$ cat src/rtl/count_display_driver.sv
// count_display_driver
// Shows the live upstream counter value on HEX0 and a decimal wrap count on
// HEX1, both as active-low 7-segment digits. A debounced pushbutton toggles a
// freeze mode that holds both digits. Wrap tracking keeps running while frozen.

module count_display_driver #(
  parameter int DEBOUNCE_CYCLES = 50000,
  parameter int WRAP_MAX        = 9
) (
  input  logic       ClockIn,
  input  logic       Clear_b,
  input  logic [3:0] CounterValue,
  input  logic       Tick,
  input  logic       Hold_n,
  output logic [6:0] HEX0,
  output logic [6:0] HEX1,
  output logic [3:0] WrapCount,
  output logic       Frozen
);

  // The debounce counter must be able to hold DEBOUNCE_CYCLES itself.
  localparam int               CNT_W    = $clog2(DEBOUNCE_CYCLES + 1);
  localparam logic [CNT_W-1:0] CNT_LAST = CNT_W'(DEBOUNCE_CYCLES - 1);
  localparam logic [3:0]       WRAP_TOP = 4'(WRAP_MAX);

  typedef enum logic {
    ST_LIVE   = 1'b0,
    ST_FROZEN = 1'b1
  } freeze_state_t;

  // Button input path
  logic             r_sync1;
  logic             r_sync2;
  logic             r_dbLevel;
  logic             r_dbPrev;
  logic [CNT_W-1:0] r_dbCnt;
  logic             w_press;

  // Freeze control
  freeze_state_t    r_state;
  freeze_state_t    w_nextState;
  logic             w_captureEn;

  // Wrap tracking and display pipeline
  logic             w_wrap;
  logic [3:0]       r_wrapCount;
  logic [3:0]       r_dispVal;
  logic [3:0]       r_dispWrap;
  logic [6:0]       r_hex0;
  logic [6:0]       r_hex1;
  logic [6:0]       w_seg0;
  logic [6:0]       w_seg1;

  // Hex digit to active-low segments {g,f,e,d,c,b,a}.
  function automatic logic [6:0] segEncode(input logic [3:0] value);
    logic [6:0] seg;
    case (value)
      4'h0:    seg = 7'b1000000;
      4'h1:    seg = 7'b1111001;
      4'h2:    seg = 7'b0100100;
      4'h3:    seg = 7'b0110000;
      4'h4:    seg = 7'b0011001;
      4'h5:    seg = 7'b0010010;
      4'h6:    seg = 7'b0000010;
      4'h7:    seg = 7'b1111000;
      4'h8:    seg = 7'b0000000;
      4'h9:    seg = 7'b0010000;
      4'hA:    seg = 7'b0001000;
      4'hB:    seg = 7'b0000011;
      4'hC:    seg = 7'b1000110;
      4'hD:    seg = 7'b0100001;
      4'hE:    seg = 7'b0000110;
      default: seg = 7'b0001110;
    endcase
    return seg;
  endfunction

  // Two-flop synchronizer for the asynchronous pushbutton; idles high (released).
  always_ff @(posedge ClockIn or negedge Clear_b) begin
    if (!Clear_b) begin
      r_sync1 <= 1'b1;
      r_sync2 <= 1'b1;
    end else begin
      r_sync1 <= Hold_n;
      r_sync2 <= r_sync1;
    end
  end

  // Accept a new button level only after DEBOUNCE_CYCLES consecutive disagreeing samples.
  always_ff @(posedge ClockIn or negedge Clear_b) begin
    if (!Clear_b) begin
      r_dbLevel <= 1'b1;
      r_dbCnt   <= '0;
    end else if (r_sync2 == r_dbLevel) begin
      r_dbCnt   <= '0;
    end else if (r_dbCnt == CNT_LAST) begin
      r_dbLevel <= r_sync2;
      r_dbCnt   <= '0;
    end else begin
      r_dbCnt   <= r_dbCnt + 1'b1;
    end
  end

  // Remember the previous debounced level so a 1->0 step can be seen as a press.
  always_ff @(posedge ClockIn or negedge Clear_b) begin
    if (!Clear_b) begin
      r_dbPrev <= 1'b1;
    end else begin
      r_dbPrev <= r_dbLevel;
    end
  end

  assign w_press = r_dbPrev & ~r_dbLevel;

  // Freeze state register.
  always_ff @(posedge ClockIn or negedge Clear_b) begin
    if (!Clear_b) begin
      r_state <= ST_LIVE;
    end else begin
      r_state <= w_nextState;
    end
  end

  // Each press flips between live and frozen; capture only happens while live.
  always_comb begin
    w_nextState = r_state;
    w_captureEn = 1'b0;
    case (r_state)
      ST_LIVE: begin
        w_captureEn = 1'b1;
        if (w_press) begin
          w_nextState = ST_FROZEN;
        end
      end
      ST_FROZEN: begin
        if (w_press) begin
          w_nextState = ST_LIVE;
        end
      end
      default: begin
        w_nextState = ST_LIVE;
      end
    endcase
  end

  assign w_wrap = Tick && (CounterValue == 4'hF);

  // Decimal wrap counter; runs regardless of the freeze state.
  always_ff @(posedge ClockIn or negedge Clear_b) begin
    if (!Clear_b) begin
      r_wrapCount <= 4'd0;
    end else if (w_wrap) begin
      r_wrapCount <= (r_wrapCount == WRAP_TOP) ? 4'd0 : r_wrapCount + 4'd1;
    end
  end

  // Capture live values while not frozen; the wrap digit takes the pre-update count.
  always_ff @(posedge ClockIn or negedge Clear_b) begin
    if (!Clear_b) begin
      r_dispVal  <= 4'd0;
      r_dispWrap <= 4'd0;
    end else if (w_captureEn) begin
      r_dispVal  <= CounterValue;
      r_dispWrap <= r_wrapCount;
    end
  end

  // Segment decode of the captured digits.
  always_comb begin
    w_seg0 = segEncode(r_dispVal);
    w_seg1 = segEncode(r_dispWrap);
  end

  // Registered segment outputs so the displays see glitch-free drive.
  always_ff @(posedge ClockIn or negedge Clear_b) begin
    if (!Clear_b) begin
      r_hex0 <= 7'b1000000;
      r_hex1 <= 7'b1000000;
    end else begin
      r_hex0 <= w_seg0;
      r_hex1 <= w_seg1;
    end
  end

  assign HEX0      = r_hex0;
  assign HEX1      = r_hex1;
  assign WrapCount = r_wrapCount;
  assign Frozen    = (r_state == ST_FROZEN);

endmodule
$ cat config.mk
export PLATFORM = sky130hd
export DESIGN_NAME = count_display_driver
export DESIGN_NICKNAME = d
export VERILOG_FILES = /design/src/rtl/count_display_driver.sv
export SDC_FILE = /design/constraint.sdc
export NUM_CORES = 1
export LEC_CHECK = 0
export CAP_MARGIN = 20
export CELL_PAD_IN_SITES_DETAIL_PLACEMENT = 0
export CELL_PAD_IN_SITES_GLOBAL_PLACEMENT = 2
export CORE_UTILIZATION = 39
export CTS_CLUSTER_DIAMETER = 30
export DETAILED_ROUTE_END_ITERATION = 12
export MAX_ROUTING_LAYER = met4
export PLACE_DENSITY_LB_ADDON = 0.2
export SETUP_SLACK_MARGIN = 0.5
export SLEW_MARGIN = 25
export SYNTH_ARGS = -nofsm -noshare
export SYNTH_HDL_FRONTEND = slang
export SYNTH_SLANG_ARGS = --single-unit
export TNS_END_PERCENT = 30
$ cat constraint.sdc
create_clock -name ClockIn -period 2.5 [get_ports ClockIn]
set_clock_uncertainty 0.15 [all_clocks]
set_input_delay 0.5 -clock ClockIn [delete_from_list [all_inputs] [get_ports ClockIn]]
set_output_delay 0.5 -clock ClockIn [all_outputs]
set_load 0.02 [all_outputs]
==> out/summary.txt <==
highest-count cells in the layout ignoring fill and taps - dfrtp_1, nor2_1, clkdlybuf4s50_1
Final Cycle Share - 0.795
Die X - 78.9 µm
post-synth top area cell - dfrtp_1
CTS tree - built
most common cell after layout, fill and taps aside - dfrtp_1
crit path capture type - output pin
CP cell instances - clkdlybuf4s50_1
pre-CTS setup slack - 0.435 ns
Mapped Cells - 204
Port Buf Inserts - 26
end of the worst register-to-register path - r_dbCnt[14]$_DFF_PN0_
Flop pwr share - 0.497
Syn Area/Cell - 11.3 µm²
ys flop type - dfrtp_1
ant diodes - 0
Avg WL per Cell - 13.3 µm
Worst-Skew Late Latency - 0.30 ns
initial antenna violation count - 0
Synth top area share - 0.445
Worst setup SP type - register
CP required - 1.85 ns
FF-to-FF Start - r_dbCnt[0]$_DFF_PN0_
slew margin rel. - 0.639
Post-synth EDFFs - 0
RSZ-0062 raised after global routing - yes
final setup vio count - 0
Critical Path Max Stage Delay - 0.63 ns
Root Driver - clkbuf_8
deepest clock path buffer count - 2
DP HPWL - 2970 µm
slowest CP cell - clkdlybuf4s50_1
Fmax - 503 MHz
PD cells - 717 nW/µm²
drt total wl - 4060 µm
max_cap viols - 0
share of post-route cells with drive strength above 1 - 0.150
Switching Fraction - 0.316
Lkg Pwr - 1.23 nW
CTS clk-pin slew, worst paths - 0.09 ns
reg2reg setup slack - 0.69 ns
Net Sw Power - 0.000623 W
core area - 5610 µm²
clock share of power - 0.231
die height - 78.9 µm
Layout Area Growth over Synthesis - 19.1%
Hold Path Class - input pin to async pin
path depth of the worst reg2reg path - 5
vias in the first global route - 1590
DRT iter0 DRCs - 73
Hold WS - 0.0296 ns
DR pass1 iterations - 4
total track usage - 0.154
worst path buffer plus inverter count - 1
Async S/R FF share, synth - 1.00
Num CTS Buffers - 5
top-level I/O count - 27
die area - 6230 µm²
clk sinks - 47
Inst Count DP - 297
top area cells in the synthesized netlist - dfrtp_1, ha_1, dfstp_2
Synth Net Count - 225
CP Max Fanout - 6
vias after detailed routing - 1535
Arr. time, crit path - 1.34 ns
starting density of the core - 0.411
Slew Limit Fails - 0
H-tree depth - 2
Rows - 27
total congestion overflow - 0
first-pass GRT wire length - 7270 µm
Vias/cell - 5.03
delay-heaviest family, CP - buffers and inverters
fin crit period - 1.99 ns
power share of the combinational group - 0.272
Final Hold Viols - 0
Final Wtd Congestion - 0.758
Worst VDD drop - 0.457 mV
NumNets Final - 253
Worst-Margin Slew - 0.542 ns
Synthesis Warnings - 0
Netlist Area Pre-Place - 2310 µm²
sequential area share after synthesis - 0.513
Non-Filler Instances - 305
# DRC - 0
Filler cells - 549
internal power - 0.00135 W
largest net degree at the start of global routing - 26
flops & latches, synth - 47
status - completed
TNS Setup - 0 ns
Final ANT Viol Nets - 0
distinct cell type count of the synthesized netlist - 36
CP Class - register to output pin
post-route setup slack - 0.513 ns
[power groups by stage]
| stage | combinational (W) | sequential (W) | clock [W] |
|---|---|---|---|
| floorplan | 0.000271 | 0.00104 | 0 |
| global placement | 0.000534 | 0.000990 | 0 |
| detailed placement | 0.000546 | 0.000997 | 0 |
| CTS | 0.000548 | 0.000982 | 0.000477 |
| global route | 0.000593 | 0.00100 | 0.000512 |
| finish | 0.000536 | 0.000978 | 0.000456 |
[metal layers]
layer / vias up / GRT usage / part of all wire
met5: - / - / 0
met4: 0 / 0.0436 / 0.010
met3: 5 / 0.0322 / 0.037
met2: 25 / 0.272 / 0.50
met1: 747 / 0.178 / 0.45
li1: 758 / - / -
[cells by family after synthesis]
| logic type | count (synthesis) | synth area share |
|---|---|---|
| compound gates | 17 | 0.0504 |
| xor+xnor | 17 | 0.0645 |
| fa+ha+maj | 13 | 0.0705 |
| buf+inv | 16 | 0.0277 |
| flops | 47 | 0.513 |
| mux | 21 | 0.108 |
| simple gates | 73 | 0.165 |
[Yosys cell counts, types with 4 or more instances]
library cell,count
nand3_1,7
inv_1,10
o21ai_0,6
dfrtp_1,41
nand4_1,5
mux2_2,12
nor3_1,5
a22o_1,4
dfstp_2,6
nand2_1,11
mux2i_1,7
nor2_1,26
ha_1,13
xnor2_1,15
[sequential cells by signal, indices dropped and copies added, names as in the netlist, 4 cells and up]
name and cells:
r_dbCnt 16, r_dispWrap 4, HEX0 7, HEX1 7
r_dispVal 4, WrapCount 4
[how the worst max path moves through the flow]
| stage | start | endpoint | slack [ns] | cells after the start |
|---|---|---|---|---|
| finish | WrapCount[3]$_DFFE_PN0P_ | WrapCount[3] | 0.51 | 1 |
| floorplan | r_dbCnt[8]$_DFF_PN0_ | r_dbCnt[15]$_DFF_PN0_ | 0.89 | 4 |
| detailed placement | CounterValue[3] | WrapCount[1]$_DFFE_PN0P_ | 0.44 | 4 |
| global route | WrapCount[3]$_DFFE_PN0P_ | WrapCount[3] | 0.43 | 1 |
| CTS | HEX0[6]$_DFF_PN1_ | HEX0[6] | 0.42 | 1 |
| global placement | CounterValue[3] | WrapCount[1]$_DFFE_PN0P_ | 0.50 | 4 |
[repair_timing]
action	CTS	global route
buffers inserted	0	0
resized for setup	2	5
pin swaps	0	0
endpoints found under the hold margin	0	0
endpoints found under the setup margin	6	21
hold buffers	0	0
[through the flow]
| step | util | total power, W | instance area [µm²] |
|---|---|---|---|
| after detailed placement | 0.472 | 0.00154 | 2650 |
| final | 0.490 | 0.00197 | 2750 |
| after floorplan | - | 0.00131 | 2310 |
| after global routing | 0.490 | 0.00211 | 2750 |
| after CTS | 0.488 | 0.00201 | 2740 |
| after global placement | 0.472 | 0.00152 | 2650 |
[layout make-up]
| cell class | count | area [µm²] | share of cell area |
|---|---|---|---|
| clock inverter | 2 | 17.5 | 0.00637 |
| sequential | 47 | 1180 | 0.431 |
| multi-input combinational | 141 | 1060 | 0.386 |
| tap | 72 | 90.1 | 0.0328 |
| timing repair buffer | 27 | 284 | 0.103 |
| clock buffer | 6 | 72.6 | 0.0264 |
| inverter | 10 | 37.5 | 0.0137 |
Note: power is estimated with default switching activity, not from simulation.
